File: src/rtl/riscv_pkg.sv
// Shared front-end types and constants for the RISC-V core.
package riscv_pkg;

    localparam logic [31:0] NOP_INST = 32'h0000_0013;

    typedef struct packed {
        logic [31:0] inst;
        logic [31:0] pc;
    } inst_pc_t;

endpackage

File: src/rtl/fetch_fifo.sv
// Small synchronous FIFO with clear; used for the fetch address and instruction queues.
module fetch_fifo #(
    parameter int unsigned WIDTH = 32,
    parameter int unsigned DEPTH = 2,
    localparam int unsigned PTR_W = (DEPTH > 1) ? $clog2(DEPTH) : 1,
    localparam int unsigned CNT_W = $clog2(DEPTH + 1)
) (
    input  logic             clk,
    input  logic             rst,
    input  logic             clear,
    input  logic             push,
    input  logic [WIDTH-1:0] wdata,
    input  logic             pop,
    output logic [WIDTH-1:0] rdata,
    output logic [CNT_W-1:0] count,
    output logic             empty,
    output logic             full
);

    logic [WIDTH-1:0] mem_q [DEPTH];
    logic [PTR_W-1:0] wr_ptr_q;
    logic [PTR_W-1:0] rd_ptr_q;
    logic [CNT_W-1:0] count_q;
    logic             do_push;
    logic             do_pop;

    function automatic logic [PTR_W-1:0] ptr_inc(input logic [PTR_W-1:0] p);
        return (p == PTR_W'(DEPTH - 1)) ? '0 : p + PTR_W'(1);
    endfunction

    assign empty   = (count_q == '0);
    assign full    = (count_q == CNT_W'(DEPTH));
    assign count   = count_q;
    assign rdata   = mem_q[rd_ptr_q];
    assign do_pop  = pop && !empty;
    // A full queue may still accept a push when the head leaves in the same cycle.
    assign do_push = push && (!full || do_pop);

    always_ff @(posedge clk) begin
        if (rst || clear) begin
            wr_ptr_q <= '0;
            rd_ptr_q <= '0;
            count_q  <= '0;
        end else begin
            if (do_push) wr_ptr_q <= ptr_inc(wr_ptr_q);
            if (do_pop)  rd_ptr_q <= ptr_inc(rd_ptr_q);
            count_q <= count_q + CNT_W'(do_push) - CNT_W'(do_pop);
        end
    end

    always_ff @(posedge clk) begin
        if (do_push && !clear) mem_q[wr_ptr_q] <= wdata;
    end

endmodule

File: src/rtl/fetch_unit.sv
// Instruction-fetch front end: owns the PC, keeps up to DEPTH fetches in flight or queued,
// and flushes stale fetches on a branch/jump redirect.
module fetch_unit
    import riscv_pkg::*;
#(
    parameter logic [31:0] RESET_PC = 32'h0000_0000,
    parameter int unsigned DEPTH    = 2
) (
    input  logic        clk,
    input  logic        rst,
    input  logic        stall,
    input  logic        redirect,
    input  logic [31:0] redirect_pc,
    output logic        imem_req,
    output logic [31:0] imem_addr,
    input  logic        imem_gnt,
    input  logic        imem_rvalid,
    input  logic [31:0] imem_rdata,
    output logic [31:0] inst_f,
    output logic [31:0] pc_f,
    output logic [31:0] pc4_f,
    output logic        valid_f
);

    localparam int unsigned CNT_W = $clog2(DEPTH + 1);

    logic [31:0]      pc_q, pc_d;
    logic [CNT_W-1:0] kill_q, kill_d;
    logic [CNT_W-1:0] outstanding;
    logic [CNT_W-1:0] iq_count;
    logic [CNT_W:0]   used;
    logic [31:0]      aq_rdata;
    logic             aq_empty, aq_full;
    logic             iq_empty, iq_full;
    logic             accept, resp, iq_push, pop;
    inst_pc_t         iq_wdata;
    inst_pc_t         head;

    // Address queue depth equals the number of requests still awaiting a response.
    fetch_fifo #(
        .WIDTH (32),
        .DEPTH (DEPTH)
    ) u_addr_q (
        .clk   (clk),
        .rst   (rst),
        .clear (1'b0),
        .push  (accept),
        .wdata (pc_q),
        .pop   (resp),
        .rdata (aq_rdata),
        .count (outstanding),
        .empty (aq_empty),
        .full  (aq_full)
    );

    fetch_fifo #(
        .WIDTH ($bits(inst_pc_t)),
        .DEPTH (DEPTH)
    ) u_inst_q (
        .clk   (clk),
        .rst   (rst),
        .clear (redirect),
        .push  (iq_push),
        .wdata (iq_wdata),
        .pop   (pop),
        .rdata (head),
        .count (iq_count),
        .empty (iq_empty),
        .full  (iq_full)
    );

    assign valid_f  = !iq_empty;
    assign pop      = valid_f && !stall;
    assign resp     = imem_rvalid && !aq_empty;
    assign iq_push  = resp && (kill_q == '0) && !redirect;
    assign iq_wdata = '{inst: imem_rdata, pc: aq_rdata};

    // Killed requests stay in the address queue, so they keep holding credit.
    assign used      = {1'b0, outstanding} + {1'b0, iq_count} - (CNT_W + 1)'(pop);
    assign imem_req  = !rst && !redirect && (used < (CNT_W + 1)'(DEPTH));
    assign imem_addr = pc_q;
    assign accept    = imem_req && imem_gnt;

    always_comb begin
        pc_d   = pc_q;
        kill_d = kill_q;
        if (redirect) begin
            pc_d   = {redirect_pc[31:2], 2'b00};
            kill_d = outstanding - CNT_W'(resp);
        end else begin
            if (accept) pc_d = pc_q + 32'd4;
            if (resp && (kill_q != '0)) kill_d = kill_q - CNT_W'(1);
        end
    end

    always_ff @(posedge clk) begin
        if (rst) begin
            pc_q   <= RESET_PC;
            kill_q <= '0;
        end else begin
            pc_q   <= pc_d;
            kill_q <= kill_d;
        end
    end

    always_comb begin
        inst_f = NOP_INST;
        pc_f   = '0;
        pc4_f  = '0;
        if (valid_f) begin
            inst_f = head.inst;
            pc_f   = head.pc;
            pc4_f  = head.pc + 32'd4;
        end
    end

    // A response with nothing outstanding is a memory protocol error; it is dropped.
    a_no_orphan_resp: assert property (@(posedge clk) disable iff (rst)
        imem_rvalid |-> (outstanding != '0));
    a_aq_no_overflow: assert property (@(posedge clk) disable iff (rst)
        accept |-> !aq_full);
    a_iq_no_overflow: assert property (@(posedge clk) disable iff (rst)
        iq_push |-> !iq_full);

endmodule

File: config.mk
export PLATFORM = sky130hd
export DESIGN_NAME = fetch_unit
export DESIGN_NICKNAME = d
export VERILOG_FILES = /design/src/rtl/riscv_pkg.sv /design/src/rtl/fetch_fifo.sv /design/src/rtl/fetch_unit.sv
export SDC_FILE = /design/constraint.sdc
export NUM_CORES = 1
export LEC_CHECK = 0
export ABC_AREA = 1
export CORE_ASPECT_RATIO = 0.6
export CORE_UTILIZATION = 55
export CTS_BUF_LIST = sky130_fd_sc_hd__clkbuf_16
export DETAILED_ROUTE_END_ITERATION = 8
export PLACE_DENSITY = 0.82
export SYNTH_ARGS = -nofsm -noshare
export SYNTH_HDL_FRONTEND = slang
export SYNTH_SLANG_ARGS = --single-unit
File: constraint.sdc
create_clock -name clk -period 12.7 [get_ports clk]
set_input_delay 3.81 -clock clk [delete_from_list [all_inputs] [get_ports clk]]
set_output_delay 3.81 -clock clk [all_outputs]
set_load 0.1 [all_outputs]
After elaboration in Yosys (flattened, before gate mapping)
Memories as Yosys holds them, arrays and structs flattened. A register that Yosys moved wholly into a read port is not among the register bits.
Index checks and enable logic that the tools add are counted.
{"block": "op_classes", "addsub": 14, "order_cmp": 1, "eq_ne": 2, "mux": 19, "reduce_logical": 30}
{"operator": "2-to-1 mux 32 bit", "count": 5}
{"operator": "adder 32 x 3 -> 32 bit (second input constant)", "count": 2}
{"operator": "logical AND 1 bit", "count": 13}
{"operator": "2-to-1 mux 1 bit", "count": 12}
{"operator": "logical NOT 1 bit", "count": 7}
{"operator": "logical NOT 2 bit", "count": 3}
{"operator": "nonzero test 2 bit", "count": 3}
{"operator": "subtractor 2 x 1 -> 2 bit", "count": 3}
{"operator": "adder 1 bit (second input constant)", "count": 4}
{"operator": "adder 2 x 1 -> 2 bit", "count": 2}
{"operator": "equality test 2 bit (second input constant)", "count": 2}
{"operator": "2-to-1 mux 2 bit", "count": 2}
{"operator": "adder 2 x 2 -> 3 bit", "count": 1}
{"operator": "logical OR 1 bit", "count": 3}
{"operator": "< comparator 3 x 2 -> 1 bit (second input constant)", "count": 1}
{"operator": "subtractor 3 x 1 -> 3 bit", "count": 1}
{"operator": "OR reduction 2 bit", "count": 1}
{"operator": "subtractor 2 x 1 -> 2 bit (second input constant)", "count": 1}
{"block": "word_totals", "register_bits": 42, "mem_bits_rw": 192, "input_bits": 70, "wordCells": 77, "mem_count": 2}
{"memory": "u_inst_q.mem_q", "depth": 2, "width": 64, "rd": 1, "rd_ports_with_merged_regs": 1, "wr": 1, "line": "fetch_fifo.sv:20", "text": "logic [WIDTH-1:0] mem_q [DEPTH];"}
{"memory": "u_addr_q.mem_q", "depth": 2, "width": 32, "rd": 1, "rd_ports_with_merged_regs": 1, "wr": 1, "line": "fetch_fifo.sv:20"}

Depth between registers and ports, before layout
{"block": "depth", "word_depth": 10, "ltp_mapped": 18, "mapped_depth_nobuf": 17}

Hierarchy
From an unflattened synthesis, not the netlist that was laid out.
{"block": "hier_totals", "cells_unflattened": 1088, "area_unflattened_um2": 11676.2}
{"module": "fetch_fifo (u_inst_q)", "n_inst": 1, "cells_each": 240, "area_per_inst_um2": 5180.0}
{"module": "fetch_unit", "n_inst": 1, "cells_each": 707, "area_per_inst_um2": 3763.6}
{"module": "fetch_fifo (u_addr_q)", "n_inst": 1, "cells_each": 141, "area_per_inst_um2": 2732.6}

Worst setup path before layout
Ideal clock, no wire load.
{"block": "synth_path", "path_kind": "input -> output", "start": "input port stall", "end": "output port imem_req", "arrival_time_ns": 5.467, "required_ns": 8.890, "slack_ns": 3.423, "stages": 7, "path_cell_list": "nor2_1 > ha_1 > inv_1 > nand2_1 > fa_1 > nand2_1 > nor2_4"}
{"block": "synth_between", "elab_chain_len": 5}
{"element": "start: declaration", "line": "fetch_unit.sv:11", "text": "input logic stall,"}
{"element": "logical NOT 1 bit", "line": "fetch_unit.sv:73", "text": "assign pop = valid_f && !stall;"}
{"element": "logical AND 1 bit", "line": "fetch_unit.sv:73"}
{"element": "subtractor 3 x 1 -> 3 bit", "line": "fetch_unit.sv:79", "text": "assign used = {1'b0, outstanding} + {1'b0, iq_count} - (CNT_W + 1)'(pop);"}
{"element": "< comparator 3 x 2 -> 1 bit", "line": "fetch_unit.sv:80", "text": "assign imem_req = !rst && !redirect && (used < (CNT_W + 1)'(DEPTH));"}
{"element": "logical AND 1 bit", "line": "fetch_unit.sv:80"}
{"element": "end: declaration", "line": "fetch_unit.sv:14", "text": "output logic imem_req,"}
Every way passes these cells.

Worst setup path in the final report
Same ends and word-level chain as after synthesis.

==> impl_metrics.py <==
metrics = {
    "run_status": {
        "status": "complete, no violations",
    },
    "floorplan": {
        "dieArea_um2": 20810,
        "ioPinCount": 200,
        "row_count": 39,
        "die_w_um": 185.6,
        "core_um2": 19420,
        "die_y_um": 112.1,
        "start_util_pct": 57.25,
    },
    "synthesis": {
        "synth_area_leaders": "edfxtp_1 (50%), nand2_1 (12%), dfxtp_1 (7.6%)",
        "yosys.area.top_type": "edfxtp_1",
        "syn_area_um2": 11120,
        "synthArstFlopShare_pct": 0,
        "syn_avg_cell_area_um2": 9.304,
        "ys_seq_area_share_pct": 57.26,
        "synth_edf_count": 184,
        "synth_top_area_share_pct": 49.70,
        "synth_cell_type_count": 46,
        "syn_inst": 1195,
        "synth_ff_type": "edfxtp_1",
        "synth-seq-cells": 226,
        "yosys_warnings": 0,
    },
    "layout": {
        "nNetsFinal": 1458,
        "drive_gt1_share_pct": 10.70,
        "nFillCells": 1451,
        "final_common_cell": "nand2_1",
        "final_util_pct": 71.51,
        "diodes": 0,
        "final_cell_mix": "nand2_1 (358), clkdlybuf4s50_1 (191), edfxtp_1 (184)",
        "synthToLayoutAreaGrowth_pct": 24.92,
        "final_area_um2": 13890,
    },
    "critical_path": {
        "cp_top_family": "buffers and inverters",
        "r2r-start": "u_inst_q.count[1]",
        "critPathMaxFanout": 5,
        "cp-end-kind": "output pin",
        "crit_path_end": "imem_req",
        "crit_path_cell_trace": "clkdlybuf4s50_1 > nor2_1 > ha_1 > inv_1 > nand2_1 > fa_1 > nand2_1 > nor2_4 > clkdlybuf4s50_1",
        "worst-r2r-cell-count": 12,
        "slowest_delay_ns": 1.15,
        "worst-path-buf-inv": 3,
        "slowest_stage": "clkdlybuf4s50_1",
        "startpoint": "stall",
        "ff2ff_setup_slack_ns": 8.83,
        "r2r_end": "u_addr_q.mem_q[0][3]",
        "crit_required_ns": 8.89,
        "cp_num_cells": 9,
        "cp.arrival_ns": 6.89,
        "worstSetupPathType": "primary input to output pin",
        "start_kind": "primary input",
    },
    "clocking": {
        "numCtsBuffers": 21,
        "clk_pin_slew_ns": 0.07,
        "cts_tree": "built",
        "postCtsHoldBufs": 0,
        "cts_root_buf": "clkbuf_16",
        "cts-resized-gates": 0,
        "htree_num_levels": 1,
        "post-cts-setup-buffer-count": 0,
        "clkLatencyLatePin_ns": 0.49,
        "cts_sinks": 226,
        "clockBufferDepth": 3,
    },
    "drt": {
        "ant_nets": 0,
        "dr.pass1.iters": 5,
        "via_per_inst": 5.338,
        "vias": 8856,
        "wl_per_cell_um": 16.78,
        "drt_iter0_markers": 755,
        "wirelength_um": 27840,
        "drc_errors": 0,
    },
    "timing": {
        "rsz0062_at_grt": "false",
        "slew_viol_final": 0,
        "fin_skew_ns": 0.01302,
        "slew_headroom_pct": 32.48,
        "setup_viol": 0,
        "fin_crit_sh_pct": 84.27,
        "finalHoldViolations": 0,
        "fin_crit_ns": 10.70,
        "worst_slew_pin_slew_ns": 1.010,
        "fmax_mhz": 93.44,
        "setup_tns_ns": 0,
    },
    "run": {
        "cap_violations": 0,
    },
    "grt": {
        "grt_pass1_vias": 8369,
        "antenna_found_initial": 0,
        "grt_pass1_wl_um": 43820,
        "grt_overflow": 0,
        "grt_max_degree": 70,
        "grt_usage_pct": 27.13,
    },
    "power": {
        "ir_drop_uv": 102.6,
        "power.leakage_uw": 0.005272,
        "powerDensity_nw_per_um2": 149.6,
        "finalPower_uw": 2078,
    },
    "placed_design": {
        "place_congestion": 0.9224,
        "io_buffers": 191,
        "dp_hpwl_um": 19440,
        "postPlaceCellArea_um2": 13190,
    },
    "worst_hold_path": {
        "hp-class": "flop to flop",
    },
}
==> logic make-up (layout without fill, tap and decap cells) <==
logic type               after synthesis  in the layout  share of synthesized area [%]
multiplexers                          30             30                          3.038
other                                  1              6                        0.03373
flip-flops                           226            226                          57.26
buffers and inverters                177            370                          7.180
XOR/XNOR                              11             11                         0.8665
AND/OR/NAND/NOR                      633            633                          25.26
adder cells (fa/ha/maj)                9              9                          1.080
AO/OA/AOI/OAI                        108            108                          5.278
==> cells in the mapped netlist, types with 2 or more instances <==
cell	number
nand2_1	358
edfxtp_1	184
nor2_1	130
inv_1	128
a21oi_1	59
nand3_1	59
dfxtp_1	42
o21ai_0	32
mux2_2	30
nand2_2	25
clkbuf_1	20
nand2_4	16
nor2_2	16
nor2_4	10
buf_6	8
ha_1	8
xnor2_1	7
a31oi_1	6
buf_4	6
nor3_1	6
buf_1	5
nand4_1	5
xor2_1	4
o211ai_1	3
o21ai_1	3
buf_2	2
buf_8	2
inv_2	2
nor3_2	2
==> worst min-delay path by stage <==
stage / startpoint / to / depth (start not counted)
after floorplan: u_inst_q.rd_ptr_q / flop / 1
after global placement: u_addr_q.rd_ptr_q / flop / 1
after detailed placement: u_inst_q.rd_ptr_q / flop / 1
after CTS: u_addr_q.rd_ptr_q / flop / 1
after global routing: u_addr_q.rd_ptr_q / u_addr_q.rd_ptr_q / 1
final: u_addr_q.rd_ptr_q / u_addr_q.rd_ptr_q / 1
==> worst reg2reg max path: stages (launching register included) <==
cell and delay (ns):
dfxtp_1 0.43, nor2_4 0.08, nor2_1 0.24, ha_1 0.29, inv_1 0.08, nand2_1 0.07
fa_1 0.48, nand2_1 0.08, nor2_4 0.17, nand2_1 0.39, a31oi_4 0.35, inv_1 0.11
nor2_4 0.71
==> layout make-up <==
| class | count | area [µm²] | share of cell area [%] |
|---|---|---|---|
| flip-flops and latches | 226 | 6367 | 45.85 |
| repair buffers | 200 | 1979 | 14.25 |
| inverters | 133 | 509.2 | 3.667 |
| clock buffers | 21 | 525.5 | 3.784 |
| multi-input cells | 797 | 4003 | 28.82 |
| well taps | 266 | 332.8 | 2.396 |
| clock inverters | 16 | 171.4 | 1.234 |
==> metal layers <==
layer / wire length [µm] / global-route usage, % / part of all wire (%) / up-vias
met2: 12390 / 41.55 / 45 / 379
met5: 0 / 0 / 0 / -
met4: 321 / 4.863 / 1.2 / 0
met3: 2582 / 6.067 / 9.3 / 28
met1: 12540 / 40.14 / 45 / 4189
li1: - / - / - / 4260
==> state kept, by name, summed over array words and instances, names as in the netlist, named ones only <==
name,cells
kill_q,2
u_addr_q.count,2
u_inst_q.rd_ptr_q,1
u_inst_q.mem_q,124
u_inst_q.count,2
u_addr_q.mem_q,60
u_inst_q.wr_ptr_q,1
u_addr_q.wr_ptr_q,1
u_addr_q.rd_ptr_q,1
imem_addr,30
==> report_power, final <==
part | leakage (µW) | total [µW] | switching (µW) | internal (µW)
registers | 0.00202 | 912 | 34.3 | 877
logic | 0.00288 | 521 | 378 | 143
clock network | 0.000369 | 645 | 264 | 381
==> through the flow <==
stage	std cells	worst slack, ns	hold slack (ns)
floorplan	1200	3.423	0.4255
global placement	1622	2.045	0.4346
detailed placement	1622	2.028	0.4352
CTS	1659	2.016	0.4528
global route	1659	1.861	0.4854
finish	1659	1.998	0.4561
Power figures use the tool's default switching activity.
